<file path="config.mk">
export PLATFORM = sky130hd
export DESIGN_NAME = nibble_add_sched
export DESIGN_NICKNAME = d
export VERILOG_FILES = /design/src/rtl/nibble_add_sched.sv
export SDC_FILE = /design/constraint.sdc
export NUM_CORES = 1
export LEC_CHECK = 0
export ABC_AREA = 1
export ABC_CLOCK_PERIOD_IN_PS = 3950
export BUFFER_PORTS_ARGS = -buffer_cell sky130_fd_sc_hd__buf_2
export CORE_UTILIZATION = 45
export DETAILED_ROUTE_END_ITERATION = 16
export PLACE_DENSITY = 0.75
export SYNTH_ARGS = -nofsm -noshare
export SYNTH_HDL_FRONTEND = slang
export SYNTH_SLANG_ARGS = --single-unit
</file>
<file path="constraint.sdc">
create_clock -name clk -period 3.95 [get_ports clk]
set_input_delay 0.395 -clock clk [delete_from_list [all_inputs] [get_ports clk]]
set_output_delay 0.395 -clock clk [all_outputs]
set_load 0.01 [all_outputs]
</file>
<file path="src/rtl/nibble_add_sched.sv">
// -----------------------------------------------------------------------------
// nibble_add_sched
//
// Nibble-serial adder shared by two requesters. One 4-bit adder slice walks
// over the operands LSB nibble first. The carry between nibbles is held in a
// register. When both requesters are waiting, a round-robin pointer picks which
// one's operands are captured.
//
// Ports:
//   clk            single clock, rising edge
//   rst            asynchronous active-high reset
//   req0/req1      level-sensitive requests
//   a0,b0,cin0     requester 0 operands and carry-in (stable while req0 high)
//   a1,b1,cin1     requester 1 operands and carry-in (stable while req1 high)
//   gnt0/gnt1      one-cycle pulse: that requester's operands were captured
//   busy           high while an addition is in progress
//   done           one-cycle pulse: sum/done_id hold a new result
//   done_id        requester that owns the current sum
//   sum            W+1 bit result, bit W is the final carry-out
// -----------------------------------------------------------------------------
module nibble_add_sched #(
    parameter int NIBBLES = 4
) (
    input  logic                   clk,
    input  logic                   rst,
    input  logic                   req0,
    input  logic [4*NIBBLES-1:0]   a0,
    input  logic [4*NIBBLES-1:0]   b0,
    input  logic                   cin0,
    input  logic                   req1,
    input  logic [4*NIBBLES-1:0]   a1,
    input  logic [4*NIBBLES-1:0]   b1,
    input  logic                   cin1,
    output logic                   gnt0,
    output logic                   gnt1,
    output logic                   busy,
    output logic                   done,
    output logic                   done_id,
    output logic [4*NIBBLES:0]     sum
);

    localparam int W    = 4 * NIBBLES;
    localparam int IDXW = (NIBBLES > 1) ? $clog2(NIBBLES) : 1;
    localparam logic [IDXW-1:0] LAST_IDX = IDXW'(NIBBLES - 1);

    typedef enum logic {
        ST_IDLE = 1'b0,
        ST_ADD  = 1'b1
    } state_t;

    state_t            r_state;
    state_t            w_state_next;

    logic [W-1:0]      r_a;
    logic [W-1:0]      r_b;
    logic [W-1:0]      r_acc;
    logic              r_carry;
    logic [IDXW-1:0]   r_idx;
    logic              r_last;
    logic              r_owner;

    logic              r_gnt0;
    logic              r_gnt1;
    logic              r_busy;
    logic              r_done;
    logic              r_done_id;
    logic [W:0]        r_sum;

    logic              w_pick1;
    logic              w_capture;
    logic              w_grant_id;
    logic              w_last_nib;
    logic [3:0]        w_a_nib;
    logic [3:0]        w_b_nib;
    logic [4:0]        w_nib_add;
    logic [W-1:0]      w_acc_next;

    // Round-robin choice: on a tie grant the requester not served last time.
    assign w_pick1 = req1 & (~req0 | ~r_last);

    // Next-state and control decode for the IDLE/ADD sequencer.
    always_comb begin
        w_state_next = r_state;
        w_capture    = 1'b0;
        w_grant_id   = 1'b0;
        w_last_nib   = 1'b0;
        case (r_state)
            ST_IDLE: begin
                if (req0 | req1) begin
                    w_capture    = 1'b1;
                    w_grant_id   = w_pick1;
                    w_state_next = ST_ADD;
                end else begin
                    w_state_next = ST_IDLE;
                end
            end
            ST_ADD: begin
                if (r_idx == LAST_IDX) begin
                    w_last_nib   = 1'b1;
                    w_state_next = ST_IDLE;
                end else begin
                    w_state_next = ST_ADD;
                end
            end
            default: begin
                w_state_next = ST_IDLE;
            end
        endcase
    end

    // Shared 4-bit adder slice plus accumulator with the current nibble merged in.
    always_comb begin
        w_a_nib    = r_a[int'(r_idx) * 4 +: 4];
        w_b_nib    = r_b[int'(r_idx) * 4 +: 4];
        w_nib_add  = {1'b0, w_a_nib} + {1'b0, w_b_nib} + {4'd0, r_carry};
        w_acc_next = r_acc;
        w_acc_next[int'(r_idx) * 4 +: 4] = w_nib_add[3:0];
    end

    // Sequencer state register.
    always_ff @(posedge clk or posedge rst) begin
        if (rst) begin
            r_state <= ST_IDLE;
        end else begin
            r_state <= w_state_next;
        end
    end

    // Operand capture, nibble walk and round-robin bookkeeping.
    always_ff @(posedge clk or posedge rst) begin
        if (rst) begin
            r_a     <= '0;
            r_b     <= '0;
            r_acc   <= '0;
            r_carry <= 1'b0;
            r_idx   <= '0;
            r_last  <= 1'b1;
            r_owner <= 1'b0;
        end else if (w_capture) begin
            r_a     <= w_grant_id ? a1 : a0;
            r_b     <= w_grant_id ? b1 : b0;
            r_carry <= w_grant_id ? cin1 : cin0;
            r_acc   <= '0;
            r_idx   <= '0;
            r_last  <= w_grant_id;
            r_owner <= w_grant_id;
        end else if (r_state == ST_ADD) begin
            r_acc   <= w_acc_next;
            r_carry <= w_nib_add[4];
            r_idx   <= w_last_nib ? '0 : r_idx + IDXW'(1);
        end
    end

    // Registered outputs; sum/done_id only move on the final nibble edge.
    always_ff @(posedge clk or posedge rst) begin
        if (rst) begin
            r_gnt0    <= 1'b0;
            r_gnt1    <= 1'b0;
            r_busy    <= 1'b0;
            r_done    <= 1'b0;
            r_done_id <= 1'b0;
            r_sum     <= '0;
        end else begin
            r_gnt0 <= w_capture & ~w_grant_id;
            r_gnt1 <= w_capture & w_grant_id;
            r_busy <= (w_state_next == ST_ADD);
            r_done <= w_last_nib;
            if (w_last_nib) begin
                r_sum     <= {w_nib_add[4], w_acc_next};
                r_done_id <= r_owner;
            end
        end
    end

    assign gnt0    = r_gnt0;
    assign gnt1    = r_gnt1;
    assign busy    = r_busy;
    assign done    = r_done;
    assign done_id = r_done_id;
    assign sum     = r_sum;

endmodule

</file>
# After elaboration in Yosys (flattened, before gate mapping)
# Index checks and enable logic that the tools add are counted.
# Widths: inputs -> output; s select.
# totals
ff_bits	75
inputBits	70
output_inout_bits	22
wordCells	51
# op_classes
addsub	4
eq_ne	1
shift	4
mux	19
bitwise	9
n_reduce_logical	1
# ops
operator	count
$mux 16	4
$neg 4->33	1
$shift 4x33->16 const A	1
$shiftx 4x33->16	1
$shiftx 16x5->4	2
$bwmux 16	1
$mux 1	10
$mux 2	3
$add 4x4->5	1
$add 5x1->5	1
$not 1->1	4
$and 1x1->1	3
$add 2x1->2 const B	1
$eq 2x2->1 const B	1
$or 1x1->1	2
$pmux 1 s2	1
$reduce_bool 2->1	1

# Logic depth before layout (Yosys ltp)
# Gate-level depths: netlist of the first run.
# logic_depth
depth_word	7
mapped_depth	13
mapped_depth_nobuf	12

# Least setup slack after synthesis of the first run
# OpenSTA, ideal clock, no wires.
# synth_timing
kind	register to register
from	register r_idx[0]
to	register r_acc[10]
setup_ps	128
t_arrival_ps	2213
required_time_ps	3822
setup_slack_ps	1609
path_stages_with_launch	11
path_buffers	2
period_less_slack_ps	2341
cell_sequence	dfrtp_1 > buf_2 > buf_2 > nor2_1 > o22ai_1 > fa_1 > fa_1 > xnor2_1 > nor2_1 > a22oi_1 > o21ai_0
# synth_between
elab_chain_cells	7
word_cells_on_any_way	10
classes_between	add/sub (3); shift (4); mux (3)
# synth_rtl
element	line_no	source
start: declaration	58	logic [IDXW-1:0] r_idx;
start signal: assignment	150	r_idx <= w_last_nib ? '0 : r_idx + IDXW'(1);
$shiftx 16x5->4 (on tied branches)	113, 114	
$add 4x4->5	115	w_nib_add = {1'b0, w_a_nib} + {1'b0, w_b_nib} + {4'd0, r_carry};
$add 5x1->5	115	
$shiftx 4x33->16	117	w_acc_next[int'(r_idx) * 4 +: 4] = w_nib_add[3:0];
$bwmux 16 *	117	
$mux 16 *	147	end else if (r_state == ST_ADD) begin
$mux 16 *	139	end else if (w_capture) begin
end signal: assignment	148	r_acc <= w_acc_next;
end: declaration	56	logic [W-1:0] r_acc;
# Mark *: on every way between the ends. The rest lies on a longest branch, timed or not. The select of a mux whose other input is x is not followed.
# A chain may end at the register's enable or synchronous reset.

# Final worst setup path of the first run
# layout_timing
from	register r_idx[0]
to	register r_acc[6]
# Same word-level chain as after synthesis.

==> metrics.txt, run 1 <==
Hold/Removal Path Class=input pin to async pin; DRC=0; Post-CTS Hold Buffers=0; FMAX=341 MHz; Final WS setup=1020 ps; most used cell, CP=nand2_1; Synth area leaders=dfrtp_1, nand2_1, o21ai_0, nand3_1, nor2_1; H-tree depth=3; Port Buffers=91; Yosys reg bits=71; site row count=31; Worst-Margin Slew=752 ps; I/O pin total=92; wire length per cell=13.3 um; GRT Total Usage=21.8%; fraction of registers with async set/reset=100%; post-cts resize count=0; die width=90.3 um; post-CTS setup buffers=0; Cells after Synth=430; leakage=2.21 nW; commonest non-fill, non-tap cells in the layout=nand2_1, buf_2, dfrtp_1; Reg2Reg Capture Point=r_acc[6]; CP max stage delay=420 ps; Vias per Instance=4.98; largest area contributor in the netlist=dfrtp_1; Slew Limit Headroom=49.8%; initial antenna violation count=0; r2r setup slk=1020 ps; clock sink count=71; CTS tree=built; end point of the critical path=r_acc[6]; Yosys Warn Count=0; internal power=2.01 mW; largest net degree at the start of global routing=39; Clock power frac=17.0%; hpwl dp=6040 um; critical path class=flip-flop to flip-flop; Post-Route WL=8250 um; Worst Path Required=4230 ps; Overflow after GRT=0; DR iter-0 viols=107; Root Driver=clkbuf_8; RePlAce Congestion=0.901; Net Count, Synth=510; status=complete, no violations; number of max-cap violations=0; EDFF count, synth=0; minimum clock period=2930 ps; commonest non-fill, non-tap cell in the layout=nand2_1; clock-pin slew on the worst setup and hold paths=70 ps; ANT cells=0; Area growth syn-to-layout=19.0%; RSZ-0062 raised after global routing=no; sw frac=44.0%; TritonCTS Buffers=9; clk_skew=5.45 ps; TNS Setup=0 ps; Psw=1.57 mW; die area=0.00815 mm^2; worst IR drop on VDD=399 uV; pre-CTS WS=1070 ps; Routed Antenna Nets=0; Primary FF master, synth=dfrtp_1; Max Slew Vio Count=0; first-pass GRT wire length=14300 um; slowest CP cell=fa_1; Final #Nets=595; Final Hold Vio Count=0; Syn Std Cell Area=0.00350 mm^2; 1st-pass router iterations=4; sequential share of power=35.0%; Startpoint Class=flip-flop; Crit path arrival time=3220 ps; CP Launch Point=r_idx[0]; post-synthesis cell type count=29; Syn Area/Cell=8.15 um^2; share of the synthesized area in the top cell type=50.0%; crit-path max FO=25; post-synthesis sequential area ratio=50.7%; Die Y=90.3 um; Clock Latency Late Sink=340 ps; Comb pwr share=48.0%; layout cells sized above 1=23.1%; via count=3085; crit-path cells=buf_4 > inv_1 > o21ai_0 > o22ai_1 > fa_1 > fa_1 > xnor2_1 > nor2_1 > nand3_1 > nand2_1 > nand2_1 > nand2_1; FF-to-FF path depth=12; vias in the first global route=3072; Setup crit end kind=flip-flop; fin crit share=74.3%; Max Root-Sink Buffers=2; Starting Density=47.3%; RR Startpoint=r_idx[0]; area of the core=0.00741 mm^2; final setup vio count=0; PwrDens=859 mW/mm^2
==> worst min-delay path by stage <==
stage,from,end,slack [ps],cells past startpoint
final,rst,r_acc[2],170,2
after CTS,rst,r_acc[2],210,2
after global routing,b0[12],r_b[12],250,3
after global placement,r_last,r_last,450,2
after floorplan,r_last,r_last,440,2
after detailed placement,r_last,r_last,460,2
==> synthesized netlist by cell type, types with 2 or more instances <==
cell,number
nand2_1,159
dfrtp_1,70
o21ai_0,43
nand3_1,31
nor2_1,30
inv_1,25
o22ai_1,15
buf_2,9
ha_1,8
buf_6,6
o21ai_1,5
nand4_1,4
a22oi_1,3
buf_4,3
inv_2,3
fa_1,2
nor2_4,2
==> final cells by class <==
type                       instances  area, um^2
multi-input combinational        310        1470
sequential                        71        1780
clock inverter                     3        40.0
fill                             740        3240
timing repair buffer              93         470
clock buffer                      13         169
inverter                          30         115
tap                               99         124
==> worst max-delay path: cells and delay by family, from the launching register on <==
family	cells	cell delay, ps
XOR/XNOR	1	170
adder cells (fa/ha/maj)	2	830
AO/OA/AOI/OAI	2	430
flip-flops	1	320
AND/OR/NAND/NOR	5	530
buffers and inverters	2	590
==> kinds of logic (layout without fill, tap and decap cells) <==
family,Yosys count,in the layout,synth area share (%)
flip-flops,71,71,50.7
adder cells (fa/ha/maj),10,10,4.00
buffers and inverters,49,139,7.25
XOR/XNOR,1,1,0.250
AO/OA/AOI/OAI,69,69,10.8
AND/OR/NAND/NOR,230,230,27.0
==> power groups by stage <==
stage               combinational [mW]  sequential, mW  clock [mW]
floorplan                         1.31            1.22           0
global placement                  1.66            1.26           0
CTS                               1.72            1.25       0.617
global route                      1.96            1.29       0.646
detailed placement                1.71            1.26           0
finish                            1.72            1.25       0.608
==> registers in the layout, indices dropped and copies added, names as in the netlist, 2 cells and up <==
signal / count
r_acc: 12
r_a: 16
r_b: 16
r_idx: 2
sum: 17
==> metrics by stage <==
step	hold WS [ps]	util [%]	std cells	power [mW]	cell area, um^2
3_3_place_gp	455	53.5	603	2.93	3960
5_1_grt	255	56.3	619	3.90	4170
3_5_place_dp	459	53.5	603	2.98	3960
2_1_floorplan	442	-	430	2.53	3500
4_1_cts	207	56.3	619	3.59	4170
6_report	170	56.3	619	3.58	4170
==> layer usage <==
layer / part of all wire, % / vias to the layer above / global-route usage [%]
li1: - / 1557 / -
met1: 45 / 1419 / 28.4
met2: 49 / 100 / 37.1
met3: 5.1 / 9 / 4.04
met4: 0.95 / 0 / 6.32
met5: 0 / - / 0
(Power assumes the default switching activity.)
==> run 2: changes to the inputs <==
ABC_CLOCK_PERIOD_IN_PS = 3100   (was 3950)
clock period = 3.1 ns   (was 3.95 ns; I/O delays follow)
==> run 2 against run 1 <==
  * Maximum frequency rose by 8.2%
  * Sequential share of layout area fell by 0.32 points
  * Clock power rose by 32%
  * Routed wire length rose by 1.2%
  * Highest routed layer unchanged
  * Combinational power rose by 28%
  * Largest cell class unchanged
==> metrics.txt, run 2 (synthesis results as in run 1) <==
# fillers=704 (-4.9%); worst IR drop on VDD=480 uV (+20%); Setup crit end kind=flip-flop; largest net degree at the start of global routing=72 (+85%); clock-pin slew on the worst setup and hold paths=70 ps (about the same); Max Root-Sink Buffers=2 (unchanged); I/O pin total=92 (unchanged); Final #Nets=597 (+0.34%); Largest register FFs=17 (unchanged); RSZ-0062 raised after global routing=no; CP max stage delay=510 ps (+90 ps); Vias per Instance=5.03 (+1.0%); commonest non-fill, non-tap cell in the layout=nand2_1; wire length per cell=13.4 um (+0.83%); vias in the first global route=2925 (-4.8%); clock sink count=71 (unchanged); RePlAce Congestion=0.902 (+0.11%); first-pass GRT wire length=14000 um (-1.9%); Startpoint Class=flip-flop; layout cells sized above 1=23.4% (+0.29 points); PwrDens=1090 mW/mm^2 (+27%); clk_skew=9.20 ps (+3.75 ps); multi-input logic area=0.00147 mm^2 (unchanged); critical path class=flip-flop to flip-flop; leakage=2.21 nW (+0.30%); via count=3126 (+1.3%); number of max-cap violations=0 (unchanged); DRC=0 (unchanged); final setup vio count=0 (unchanged); Max Slew Vio Count=0 (unchanged); die width=90.3 um (unchanged); initial antenna violation count=0 (unchanged); Hold/Removal Path Class=input pin to async pin; Slew Limit Headroom=67.0% (+17 points); ANT cells=0 (unchanged); Post-Route WL=8340 um (+1.2%); 1st-pass router iterations=4 (unchanged); commonest non-fill, non-tap cells in the layout=nand2_1, buf_2, dfrtp_1; post-CTS setup buffers=0 (unchanged); site row count=31 (unchanged); Worst Path Required=3360 ps (-870 ps); Die Y=90.3 um (unchanged); area taken by flip-flops and latches=0.00178 mm^2 (unchanged); Overflow after GRT=0 (unchanged); area of the core=0.00741 mm^2 (unchanged); hpwl dp=6030 um (about the same); Clock Latency Late Sink=340 ps (about the same); delay-heaviest family, CP=adder cells; TritonCTS Buffers=9 (unchanged); minimum clock period=2710 ps (-222 ps); TNS Setup=0 ps (unchanged); Starting Density=47.3% (unchanged); Final Hold Vio Count=0 (unchanged); Crit path arrival time=2970 ps (-250 ps); CP Buf/Inv Count=1 (-1); final instance area=0.00420 mm^2 (+0.75%); slowest CP cell=dfrtp_1; post-cts resize count=0 (unchanged); DR iter-0 viols=169 (+58%); die area=0.00815 mm^2 (unchanged); Port Buffers=91 (unchanged); Worst-Margin Slew=494 ps (-258 ps); Root Driver=clkbuf_8; crit-path max FO=12 (-52%); GRT Total Usage=21.5% (-0.25 points); Routed Antenna Nets=0 (unchanged); CTS tree=built; crit-path cells=clkinv_1 > o21ai_0 > o22ai_1 > fa_1 > fa_1 > xnor2_1 > nor2_1 > a22oi_1 > o21ai_0; FMAX=369 MHz (+8.2%); Area growth syn-to-layout=19.9%; fin crit share=87.4% (+13 points); Post-CTS Hold Buffers=0 (unchanged); status=complete, no violations; Cell Area, Placed=0.00399 mm^2 (+0.69%); H-tree depth=3 (unchanged)
[run 2: cell count changes in the layout (fill, tap and decap cells not counted)]
cell / previous run / this run
buf_12: 0 / 1
clkbuf_8: 12 / 9
clkinvlp_4: 0 / 2
bufinv_16: 1 / 2
buf_4: 2 / 3
[run 2: stage by stage]
step	setup WS, ps	hold slack, ps	util, %	instances	total power [mW]
5_1_grt	65.6	68.5	56.7	621	5.01
3_5_place_dp	407	420	53.8	605	3.80
3_3_place_gp	548	415	53.8	605	3.76
2_1_floorplan	759	430	-	430	3.23
4_1_cts	393	43.5	56.7	621	4.61
6_report	389	30.2	56.7	621	4.59
[run 2: area by class of cell]
type / instances / share of cell area (%)
sequential: 71 / 42.3
multi-input combinational: 310 / 35.1
timing repair buffer: 95 / 11.9
clock buffer: 10 / 3.04
tap: 99 / 2.95
inverter: 30 / 2.74
clock inverter: 6 / 2.03
[run 2: final timing paths]
path	start	end	slack, ps	cells after the start
worst max-delay path	r_idx[1]	r_acc[10]	390	9
max in group asynchronous	rst	r_last	2740	3
min in group clk	a0[7]	r_a[7]	170	3
worst max register to register	r_idx[1]	r_acc[10]	390	9
worst min-delay path	rst	r_acc[3]	30	3
worst min register to register	r_last	r_last	470	2
[run 2: layer usage]
metal / wire [um] / part of all wire (%) / vias up / GRT usage, %
li1: - / - / 1564 / -
met1: 3800 / 46 / 1453 / 29.7
met2: 3960 / 48 / 99 / 33.8
met3: 471 / 5.6 / 10 / 3.79
met4: 103 / 1.2 / 0 / 8.60
met5: 0 / 0 / - / 0
[run 2: power by group]
part | internal [mW] | total (mW) | switching, mW
registers | 1.34 | 1.58 | 0.246
logic | 0.802 | 2.21 | 1.41
clock network | 0.450 | 0.800 | 0.350
[run 2: worst min-delay path, stage by stage]
cell and delay (ps):
buf_2 100, inv_2 60, buf_12 310
==> run 3: changes to the inputs <==
ABC_AREA = not set   (was 1)
==> run 3 against run 2 <==
  * Maximum frequency increased by 2.8%
  * Final cell count decreased by 14%
  * Critical endpoint is now r_acc[2]
  * Critical path depth shrank 3
  * Synthesized cell count is 22% lower
  * Clock-buffer cell count is 3 higher
==> metrics.txt, run 3 <==
count leader, synth=nand2_1; TritonCTS Buffers=9 (unchanged); Synth top cells by count=nand2_1, dfrtp_1, a22oi_1, o21ai_1, a21oi_1; slowest CP cell=mux4_2; PwrDens=1060 mW/mm^2 (-3.1%); first-pass GRT wire length=13000 um (-7.2%); layout cells sized above 1=30.7% (+7.3 points); via count=2787 (-11%); critical path class=flip-flop to flip-flop; minimum clock period=2640 ps (-74.5 ps); crit-path cells=mux4_2 > fa_1 > fa_1 > xor2_1 > a21oi_1 > o21ai_0; clk_skew=6.88 ps (-2.32 ps); post-synthesis cell type count=35 (+21%); Final WS setup=464 ps (+74.5 ps); Post-CTS Hold Buffers=0 (unchanged); pre-CTS WS=447 ps (+39.5 ps); Syn Area/Cell=10.1 um^2 (+24%); most used cell, CP=fa_1; Die Y=88.8 um (-1.6%); Synth area leaders=dfrtp_1, nand2_1, a22oi_1, mux4_2, o21ai_1; fraction of registers with async set/reset=100% (unchanged); r2r setup slk=460 ps (+70 ps); Yosys reg bits=71 (unchanged); wire length per cell=15.1 um (+13%); post-cts resize count=0 (unchanged); post-synthesis sequential area ratio=52.5% (+1.7 points); area of the core=0.00725 mm^2 (-2.1%); commonest non-fill, non-tap cell in the layout=buf_2; ANT cells=0 (unchanged); CP max stage delay=560 ps (+50 ps); Vias per Instance=5.24 (+4.1%); Startpoint Class=flip-flop; CTS tree=built; RePlAce Congestion=0.807 (-11%); share of the synthesized area in the top cell type=51.7% (+1.7 points); die area=0.00788 mm^2 (-3.2%); final instance area=0.00418 mm^2 (-0.57%); Routed Antenna Nets=0 (unchanged); Yosys Warn Count=0 (unchanged); Area growth syn-to-layout=23.2%; Port Buffers=91 (unchanged); die width=88.8 um (-1.6%); Post-Place Cells=516 (-15%); Worst Path Required=3360 ps (about the same); clock sink count=71 (unchanged); Cells after Synth=336 (-22%); crit-path max FO=7 (-5); RR Startpoint=r_idx[0]; EDFF count, synth=0 (unchanged); worst IR drop on VDD=516 uV (+7.4%); leakage=2.09 nW (-5.4%); Worst-Margin Slew=706 ps (+212 ps); final setup vio count=0 (unchanged); Largest register FFs=17 (unchanged); Final #Nets=508 (-15%); Reg2Reg Capture Point=r_acc[2]; Net Count, Synth=416 (-18%); H-tree depth=3 (unchanged); Max Root-Sink Buffers=2 (unchanged); post-CTS setup buffers=0 (unchanged); FMAX=379 MHz (+2.8%); delay-heaviest family, CP=adder cells; Post-Route WL=8060 um (-3.4%); Setup crit end kind=flip-flop; CP Buf/Inv Count=0 (-1); largest area contributor in the netlist=dfrtp_1; Tot Pwr=4.43 mW (-3.7%); site row count=31 (unchanged); Primary FF master, synth=dfrtp_1; CP Launch Point=r_idx[0]; vias in the first global route=2676 (-8.5%); GRT Total Usage=22.4% (+0.85 points); Syn Std Cell Area=0.00339 mm^2 (-3.3%); DR iter-0 viols=147 (-13%); clock-pin slew on the worst setup and hold paths=70 ps (about the same); I/O pin total=92 (unchanged); Max Slew Vio Count=0 (unchanged); Root Driver=clkbuf_8; Slew Limit Headroom=52.9% (-14 points); Clock Latency Late Sink=340 ps (about the same); 1st-pass router iterations=4 (unchanged); FF-to-FF path depth=6 (-3); Finished Core Util=57.6% (+0.88 points); hpwl dp=5830 um (-3.2%); Hold Slack=71.9 ps (+41.7 ps); fin crit share=85.0% (-2.4 points); Hold/Removal Path Class=input pin to async pin; Final Hold Vio Count=0 (unchanged); Crit path arrival time=2900 ps (-70 ps); Overflow after GRT=0 (unchanged); status=complete, no violations; DRC=0 (unchanged); Starting Density=46.7% (-0.58 points); Cell Area, Placed=0.00397 mm^2 (-0.50%); TNS Setup=0 ps (unchanged); number of max-cap violations=0 (unchanged); largest net degree at the start of global routing=40 (-44%); RSZ-0062 raised after global routing=no; commonest non-fill, non-tap cells in the layout=buf_2, nand2_1, dfrtp_1; initial antenna violation count=0 (unchanged); Non-Filler Instances=532 (-14%)
==> run 3: per-layer routing <==
| metal | up-vias | wire (um) | share of wire, % | GRT usage, % |
|---|---|---|---|---|
| met1 | 1295 | 3570 | 44 | 31.0 |
| li1 | 1361 | - | - | - |
| met4 | 0 | 78 | 0.97 | 8.36 |
| met3 | 8 | 636 | 7.9 | 4.20 |
| met2 | 123 | 3770 | 47 | 35.2 |
| met5 | - | 0 | 0 | 0 |
==> run 3: worst max-delay path by stage <==
stage          endpoint  slack, ps  depth (start not counted)
2_1_floorplan   sum[14]        420                          7
3_3_place_gp   r_acc[2]        490                          6
3_5_place_dp   r_acc[2]        450                          6
4_1_cts        r_acc[2]        430                          6
5_1_grt        r_acc[2]        290                          6
6_report       r_acc[2]        460                          6
==> run 3: kinds of logic after synthesis <==
logic type | count (synthesis) | synth area share (%)
simple gates | 124 | 17.0
mux | 9 | 5.61
compound gates | 93 | 17.1
xor+xnor | 1 | 0.258
flops | 71 | 52.5
fa+ha+maj | 10 | 4.13
buf+inv | 28 | 3.47
==> run 3: cell type report <==
| class | count | area [um^2] |
|---|---|---|
| Sequential cell | 71 | 1780 |
| Clock inverter | 3 | 40.0 |
| Inverter | 11 | 41.3 |
| Multi-Input combinational cell | 237 | 1500 |
| Timing Repair Buffer | 98 | 520 |
| Tap cell | 99 | 124 |
| Fill cell | 657 | 3080 |
| Clock buffer | 13 | 169 |
==> run 3: power breakdown <==
| group | switching, mW | leakage (nW) | internal, mW | total [mW] |
|---|---|---|---|---|
| sequential | 0.297 | 0.915 | 1.33 | 1.62 |
| combinational | 1.18 | 1.07 | 0.861 | 2.04 |
| clock | 0.331 | 0.109 | 0.435 | 0.766 |
